`src/rtl/add64_pipe2_pkg.sv`:
```
// add64_pipe2_pkg: widths and pipeline record types shared by the add64_pipe2 slice.
// The sub field and ovf are only meaningful when ADD64_PIPE2_SUB_EN is defined.
package add64_pipe2_pkg;

   localparam int ADD64_N     = 64;
   localparam int ADD64_M     = 32;
   localparam int ADD64_TAG_W = 4;

   typedef struct packed {
      logic [ADD64_M-1:0]         lo;
      logic                       c32;
      logic [ADD64_N-ADD64_M-1:0] a_hi;
      logic [ADD64_N-ADD64_M-1:0] b_hi;
      logic [ADD64_TAG_W-1:0]     tag;
      logic                       sub;
   } s1_t;

   typedef struct packed {
      logic [ADD64_N-1:0]     sum;
      logic                   cout;
      logic [ADD64_TAG_W-1:0] tag;
      logic                   ovf;
   } res_t;

endpackage

```
`src/rtl/add64_pipe2_if.sv`:
```
// add64_pipe2_if: operand and result valid/ready channels of the pipelined adder.
// ADD64_PIPE2_SUB_EN adds in_sub and out_ovf to both modports.
interface add64_pipe2_if;
   import add64_pipe2_pkg::*;

   logic                   in_valid;
   logic                   in_ready;
   logic [ADD64_N-1:0]     in_a;
   logic [ADD64_N-1:0]     in_b;
   logic                   in_cin;
   logic [ADD64_TAG_W-1:0] in_tag;
   logic                   out_valid;
   logic                   out_ready;
   logic [ADD64_N-1:0]     out_sum;
   logic                   out_cout;
   logic [ADD64_TAG_W-1:0] out_tag;
`ifdef ADD64_PIPE2_SUB_EN
   logic                   in_sub;
   logic                   out_ovf;

   modport master (output in_valid, in_a, in_b, in_cin, in_tag, in_sub, out_ready,
                   input  in_ready, out_valid, out_sum, out_cout, out_tag, out_ovf);
   modport slave  (input  in_valid, in_a, in_b, in_cin, in_tag, in_sub, out_ready,
                   output in_ready, out_valid, out_sum, out_cout, out_tag, out_ovf);
`else
   modport master (output in_valid, in_a, in_b, in_cin, in_tag, out_ready,
                   input  in_ready, out_valid, out_sum, out_cout, out_tag);
   modport slave  (input  in_valid, in_a, in_b, in_cin, in_tag, out_ready,
                   output in_ready, out_valid, out_sum, out_cout, out_tag);
`endif

endinterface

```
`src/rtl/cla32bits.sv`:
```
// cla32bits: 32-bit carry-lookahead adder made of eight 4-bit lookahead groups.
// gen/prop are the block generate/propagate for a higher lookahead level.
module cla32bits (
   input  logic [31:0] a,
   input  logic [31:0] b,
   input  logic        cin,
   output logic [31:0] sum,
   output logic        cout,
   output logic        gen,
   output logic        prop
);

   logic [31:0] g;
   logic [31:0] p;
   logic [32:0] c;
   logic [7:0]  gg;
   logic [7:0]  gp;

   always_comb begin
      g    = a & b;
      p    = a ^ b;
      gg   = '0;
      gp   = '0;
      c    = '0;
      gen  = 1'b0;
      c[0] = cin;
      for (int k = 0; k < 8; k++) begin
         gg[k] = g[4*k+3] | (p[4*k+3] & g[4*k+2]) | (p[4*k+3] & p[4*k+2] & g[4*k+1])
               | (p[4*k+3] & p[4*k+2] & p[4*k+1] & g[4*k]);
         gp[k] = &p[4*k +: 4];
         // In-group carries look ahead from the group carry-in only
         c[4*k+1] = g[4*k] | (p[4*k] & c[4*k]);
         c[4*k+2] = g[4*k+1] | (p[4*k+1] & g[4*k]) | (p[4*k+1] & p[4*k] & c[4*k]);
         c[4*k+3] = g[4*k+2] | (p[4*k+2] & g[4*k+1]) | (p[4*k+2] & p[4*k+1] & g[4*k])
                  | (p[4*k+2] & p[4*k+1] & p[4*k] & c[4*k]);
         c[4*k+4] = gg[k] | (gp[k] & c[4*k]);
         gen      = gg[k] | (gp[k] & gen);
      end
      sum  = p ^ c[31:0];
      cout = c[32];
      prop = &p;
   end

endmodule

```
`src/rtl/add64_pipe2.sv`:
```
// add64_pipe2: two-stage 64-bit adder with valid/ready on both sides; low half in stage 1,
// high half in stage 2. Define ADD64_PIPE2_SUB_EN for subtract mode and out_ovf.
module add64_pipe2
   import add64_pipe2_pkg::*;
#(
   parameter int N     = ADD64_N,
   parameter int M     = ADD64_M,
   parameter int TAG_W = ADD64_TAG_W
) (
   input logic          clk,
   input logic          rst_n,
   add64_pipe2_if.slave bus
);

   if (N != ADD64_N || M != ADD64_M || TAG_W != ADD64_TAG_W) begin : g_width_chk
      $error("add64_pipe2: N, M and TAG_W must match add64_pipe2_pkg");
   end

   function automatic logic signed_ovf(input logic a_msb, input logic b_msb, input logic s_msb);
      return (a_msb == b_msb) && (s_msb != a_msb);
   endfunction

   logic           adv2;
   logic           acc1;
   logic           ld2;
   logic           vld_p1;
   logic           vld_p2;
   logic           sub_p0;
   logic           cin_p0;
   logic [N-1:0]   b_p0;
   logic [M-1:0]   lo_sum_p0;
   logic           lo_cout_p0;
   logic [N-M-1:0] hi_sum_p1;
   logic           hi_cout_p1;
   logic           lo_gen_unused, lo_prop_unused, hi_gen_unused, hi_prop_unused;
   logic           sub_unused;
   s1_t            s1_d;
   s1_t            s1_p1;
   res_t           res_d;
   res_t           res_p2;

   assign adv2         = ~vld_p2 | bus.out_ready;
   assign bus.in_ready = ~vld_p1 | adv2;
   assign acc1         = bus.in_valid & bus.in_ready;
   assign ld2          = vld_p1 & adv2;

`ifdef ADD64_PIPE2_SUB_EN
   assign sub_p0 = bus.in_sub;
`else
   assign sub_p0 = 1'b0;
`endif

   // ---- stage 0 -> 1: low half, carry into bit M captured as c32
   assign b_p0   = sub_p0 ? ~bus.in_b : bus.in_b;
   assign cin_p0 = bus.in_cin | sub_p0;

   cla32bits u_lo (
      .a    (bus.in_a[M-1:0]),
      .b    (b_p0[M-1:0]),
      .cin  (cin_p0),
      .sum  (lo_sum_p0),
      .cout (lo_cout_p0),
      .gen  (lo_gen_unused),
      .prop (lo_prop_unused)
   );

   always_comb begin
      s1_d      = '0;
      s1_d.lo   = lo_sum_p0;
      s1_d.c32  = lo_cout_p0;
      s1_d.a_hi = bus.in_a[N-1:M];
      s1_d.b_hi = b_p0[N-1:M];
      s1_d.tag  = bus.in_tag;
      s1_d.sub  = sub_p0;
   end

   // ---- stage 1 -> 2: high half consumes the registered carry
   cla32bits u_hi (
      .a    (s1_p1.a_hi),
      .b    (s1_p1.b_hi),
      .cin  (s1_p1.c32),
      .sum  (hi_sum_p1),
      .cout (hi_cout_p1),
      .gen  (hi_gen_unused),
      .prop (hi_prop_unused)
   );

   always_comb begin
      res_d      = '0;
      res_d.sum  = {hi_sum_p1, s1_p1.lo};
      res_d.cout = hi_cout_p1;
      res_d.tag  = s1_p1.tag;
      res_d.ovf  = signed_ovf(s1_p1.a_hi[N-M-1], s1_p1.b_hi[N-M-1], hi_sum_p1[N-M-1]);
   end

   always_ff @(posedge clk or negedge rst_n) begin
      if (!rst_n) begin
         vld_p1 <= 1'b0;
         vld_p2 <= 1'b0;
         s1_p1  <= '0;
         res_p2 <= '0;
      end else begin
         vld_p1 <= acc1 | (vld_p1 & ~adv2);
         vld_p2 <= ld2 | (vld_p2 & ~bus.out_ready);
         if (acc1) s1_p1 <= s1_d;
         if (ld2)  res_p2 <= res_d;
      end
   end

   // ---- stage 2: result register drives the consumer directly
   assign bus.out_valid = vld_p2;
   assign bus.out_sum   = res_p2.sum;
   assign bus.out_cout  = res_p2.cout;
   assign bus.out_tag   = res_p2.tag;
   assign sub_unused    = s1_p1.sub;

`ifdef ADD64_PIPE2_SUB_EN
   assign bus.out_ovf = res_p2.ovf;
`else
   logic ovf_unused;
   assign ovf_unused = res_p2.ovf;
`endif

endmodule

```
`src/flat_wrapper.sv`:
```
// flat-port wrapper written by rule: the top's interface ports become plain ports
module add64_pipe2_flat import add64_pipe2_pkg::*;
#(
   parameter int N     = ADD64_N,
   parameter int M     = ADD64_M,
   parameter int TAG_W = ADD64_TAG_W
)
  (clk, rst_n, bus_in_valid, bus_in_a, bus_in_b, bus_in_cin, bus_in_tag, bus_out_ready, bus_in_ready, bus_out_valid, bus_out_sum, bus_out_cout, bus_out_tag);
  add64_pipe2_if bus_i ();
  input logic clk;
  input logic rst_n;
  input wire logic [$bits(bus_i.in_valid)-1:0] bus_in_valid;
  input wire logic [$bits(bus_i.in_a)-1:0] bus_in_a;
  input wire logic [$bits(bus_i.in_b)-1:0] bus_in_b;
  input wire logic [$bits(bus_i.in_cin)-1:0] bus_in_cin;
  input wire logic [$bits(bus_i.in_tag)-1:0] bus_in_tag;
  input wire logic [$bits(bus_i.out_ready)-1:0] bus_out_ready;
  output wire logic [$bits(bus_i.in_ready)-1:0] bus_in_ready;
  output wire logic [$bits(bus_i.out_valid)-1:0] bus_out_valid;
  output wire logic [$bits(bus_i.out_sum)-1:0] bus_out_sum;
  output wire logic [$bits(bus_i.out_cout)-1:0] bus_out_cout;
  output wire logic [$bits(bus_i.out_tag)-1:0] bus_out_tag;
  assign bus_i.in_valid = bus_in_valid;
  assign bus_i.in_a = bus_in_a;
  assign bus_i.in_b = bus_in_b;
  assign bus_i.in_cin = bus_in_cin;
  assign bus_i.in_tag = bus_in_tag;
  assign bus_i.out_ready = bus_out_ready;
  assign bus_in_ready = bus_i.in_ready;
  assign bus_out_valid = bus_i.out_valid;
  assign bus_out_sum = bus_i.out_sum;
  assign bus_out_cout = bus_i.out_cout;
  assign bus_out_tag = bus_i.out_tag;
  add64_pipe2 #(.N(N), .M(M), .TAG_W(TAG_W)) u_core (.clk(clk), .rst_n(rst_n), .bus(bus_i));
endmodule
```
`config.mk`:
```
export PLATFORM = sky130hd
export DESIGN_NAME = add64_pipe2_flat
export DESIGN_NICKNAME = d
export VERILOG_FILES = /design/src/rtl/add64_pipe2_pkg.sv /design/src/rtl/add64_pipe2_if.sv /design/src/rtl/cla32bits.sv /design/src/rtl/add64_pipe2.sv /design/src/flat_wrapper.sv
export SDC_FILE = /design/constraint.sdc
export NUM_CORES = 1
export LEC_CHECK = 0
export ABC_CLOCK_PERIOD_IN_PS = 2900
export BUFFER_PORTS_ARGS = -buffer_cell sky130_fd_sc_hd__buf_2
export CORE_ASPECT_RATIO = 0.9
export CORE_MARGIN = 2
export CORE_UTILIZATION = 45
export CTS_CLUSTER_DIAMETER = 40
export CTS_CLUSTER_SIZE = 8
export DETAILED_ROUTE_END_ITERATION = 12
export PLACE_DENSITY = 0.68
export REMOVE_ABC_BUFFERS = 1
export SYNTH_ARGS = -nofsm -noshare
export SYNTH_HDL_FRONTEND = slang
export SYNTH_SLANG_ARGS = --single-unit
export TNS_END_PERCENT = 30
```
`constraint.sdc`:
```
create_clock -name clk -period 2.9 [get_ports clk]
set_input_delay 0.29 -clock clk [delete_from_list [all_inputs] [get_ports clk]]
set_output_delay 0.29 -clock clk [all_outputs]
set_load 0.05 [all_outputs]
```
==> out/summary.log <==
INFO  floorplan      die_w=153um
INFO  sta            max-slew-margin-rel=56.4%
INFO  global_route   grt_pass1_vias=7575
INFO  yosys          synth.ff_latch_count=172
INFO  yosys          synth.lib_cells_used.distinct=57
INFO  yosys          synth_edf_count=0
INFO  yosys          asyncSetResetFlopFracSynth=100%
INFO  cells_and_area post-route-util=56.1%
INFO  route          firstDrtPassIters=4
INFO  route          detail_route.wl_per_cell=14.5um
INFO  setup_path     cp_data_required_time=3.18ns
INFO  route          first_iter_violations=340
INFO  global_route   grt_start_max_net_pins=77
INFO  placement      place.gp.congestion=0.854
INFO  global_route   grt_util_all_layers=21.2%
INFO  yosys          synth_ff_type=dfrtp_1
INFO  power_and_ir_drop total_power=9.02mW
INFO  cts            cts_tree=done
INFO  cells_and_area layout-area-overhead-vs-synth=23.1%
INFO  cells_and_area layout.nets=1420
INFO  global_route   grt_overflow=0
INFO  cells_and_area most-common-layout-cells=nand2_1, buf_2, dfrtp_1
INFO  global_route   grt_first_pass_wirelength=36.6mm
INFO  power_and_ir_drop cellLeakagePower=5.97nW
INFO  sta            fmaxAchievable=368MHz
INFO  yosys          syn_inst=998
INFO  sta            setup_violations=0
INFO  floorplan      initial_utilization=45.6%
INFO  setup_path     timing.critical_path.fanout_max=5
INFO  cells_and_area most_common_library_cell_in_the_layout_ignoring_fill_and_taps=nand2_1
INFO  setup_path     data_arrival_time_of_the_critical_path=3.00ns
INFO  sta            tightest_slew=0.654ns
INFO  sta            skew=0.0131ns
INFO  yosys          synth_largest_area_cell=dfrtp_1
INFO  power_and_ir_drop power.internal=5.40mW
INFO  route          drtAntennaViolNets=0
INFO  placement      dp.final_hpwl=15.3mm
INFO  yosys          synth_area_leaders=dfrtp_1, nand2_1, ha_1
INFO  flow_run       timing.max_cap.violations=0
INFO  sta            finalMaxSlewViolations=0
INFO  floorplan      die_area=21200um2
INFO  cts            numClockSinks=172
INFO  run_status     outcome=complete, no violations
INFO  sta            tcrit_tclk_final=93.8%
INFO  cells_and_area layout.filler_cells=1815
INFO  cells_and_area final_instance_area=11100um2
INFO  hold_path      min-delay-path-class=in -> reg
INFO  cts            clkTransAtPathRegs=0.07ns
INFO  placement      place_ws=-0.0904ns
INFO  yosys          netlist_area=9030um2
INFO  route          number_of_design_rule_violations_left_after_detail_routing=0
INFO  cts            clockRootBuffer=clkbuf_16
INFO  global_route   initial_antenna_violation_count=4
INFO  power_and_ir_drop power.switching=3.63mW
INFO  sta            grt_setup_unrepaired=no
INFO  floorplan      design.core.area=19800um2
INFO  power_and_ir_drop powerDensity=812nW/um2
INFO  power_and_ir_drop combinationalPowerShare=35.8%
INFO  setup_path     criticalPathCategory=reg -> reg
INFO  cts            cts-htree-levels=4
INFO  cts            clock_latency=0.42ns
INFO  power_and_ir_drop max_ir_drop_vdd=0.000468V
INFO  yosys          mean_instance_size_in_the_synthesized_netlist=9.05um2
INFO  placement      placed_area=10400um2
INFO  cells_and_area finish.cell_count_without_fillers=1475
INFO  power_and_ir_drop switching_share=40.2%
INFO  yosys          ys.warnings.count=0
INFO  cts            cts_inserted_buffers=17
INFO  placement      place.detailed.instances=1438
INFO  cells_and_area layout-drive-gt1-share=22.1%
INFO  sta            minimum_clock_period=2.72ns
INFO  sta            tns=0ns
INFO  route          routed_via_count=7458
INFO  cts            post-cts-setup-buffers=0
INFO  cts            clock_tree.buffer_depth=2
INFO  floorplan      die-height=138um
INFO  route          detail_route.vias_per_cell=5.06
INFO  floorplan      core.rowCount=49
INFO  power_and_ir_drop clockPowerShare=28.0%
INFO  power_and_ir_drop power_share_of_the_sequential_group=36.3%
INFO  sta            final_hold_viol_count=0
INFO  yosys          netlist.area_leader.share=47.7%
INFO  placement      buffer_ports.inserted=207
INFO  route          drt_wl_total=21.4mm
INFO  sta            hold_ws=0.0481ns
INFO  setup_path     critPathLaunchType=register
INFO  floorplan      floorplan.io_pins=208
INFO  sta            setup_ws=0.181ns
INFO  yosys          seq_area_frac_synth=47.7%
INFO  setup_path     end_kind=register
==> cells by family after synthesis <==
logic type,share of synthesized area (%)
XOR/XNOR,2.81
multiplexers,0.125
flip-flops,47.7
AND/OR/NAND/NOR,22.7
adder cells (fa/ha/maj),12.4
AO/OA/AOI/OAI,12.1
buffers and inverters,2.16
==> layer usage <==
layer | vias up | part of all wire, % | track usage (%)
met3 | 21 | 6.5 | 5.80
li1 | 3767 | - | -
met2 | 204 | 45 | 33.4
met4 | 2 | 1.3 | 5.31
met1 | 3464 | 47 | 29.3
met5 | - | 0.061 | 0
==> final timing paths <==
kind / startpoint / depth (start not counted) / slack, ns / endpoint
setup / recovery: u_core.s1_p1[20]$_DFFE_PN0P_ / 10 / 0.18 / u_core.bus.out_sum[61]$_DFFE_PN0P_
hold / removal: bus_in_b[36] / 3 / 0.05 / u_core.s1_p1[9]$_DFFE_PN0P_
setup reg to reg: u_core.s1_p1[20]$_DFFE_PN0P_ / 10 / 0.18 / u_core.bus.out_sum[61]$_DFFE_PN0P_
hold reg to reg: u_core.res_d[32]$_DFFE_PN0P_ / 2 / 0.46 / u_core.bus.out_sum[26]$_DFFE_PN0P_
max in group asynchronous: rst_n / 3 / 1.61 / u_core.s1_p1[65]$_DFFE_PN0P_
min in group asynchronous: rst_n / 2 / 0.41 / u_core.s1_p1[14]$_DFFE_PN0P_
==> layout make-up <==
class	instances	area (um2)	area share [%]
repair buffers	224	1220	11.0
flip-flops and latches	172	4300	38.7
clock inverters	15	224	2.02
inverters	14	52.6	0.473
clock buffers	17	425	3.83
well taps	255	319	2.87
multi-input cells	774	4550	41.0
diodes	4	10.0	0.0901
==> timing repair <==
| item | CTS | global route |
|---|---|---|
| endpoints found under the setup margin | 0 | 8 |
| resized for setup | 0 | 5 |
| endpoints found under the hold margin | 61 | 0 |
| hold buffers | 1 | 0 |
==> power groups by stage <==
stage                     registers (mW)  clock network (mW)  logic [mW]
after floorplan                     4.39                   0        1.24
after global placement              3.30                   0        3.19
after detailed placement            3.31                   0        3.23
after CTS                           3.28                2.59        3.25
after global routing                3.35                2.71        3.54
final                               3.27                2.52        3.23
==> worst max-delay path, cell delays in order (launching register included) <==
cell	delay [ns]
dfrtp_1	0.38
ha_1	0.35
and3_1	0.22
and4_4	0.20
a32o_1	0.21
a21o_1	0.20
a21oi_4	0.20
a31oi_1	0.14
fa_1	0.45
xnor2_1	0.15
o21ai_0	0.08
==> synth_stat cells, types with 11 or more instances <==
master / n
a21o_1: 25
a21oi_1: 29
clkbuf_1: 33
dfrtp_1: 172
fa_1: 16
ha_1: 64
inv_1: 14
nand2_1: 417
nor2_1: 11
o21a_1: 12
o21ai_0: 54
xnor2_1: 20
==> sequential cells by signal, summed over array words and instances, names as in the netlist <==
| signal | flops |
|---|---|
| u_core.bus.out_cout | 1 |
| u_core.res_d | 36 |
| u_core.bus.out_tag | 4 |
| u_core.s1_p1 | 65 |
| u_core.bus.out_sum | 64 |
| u_core.vld_p1 | 1 |
| u_core.bus.out_valid | 1 |
(Power assumes the default switching activity.)
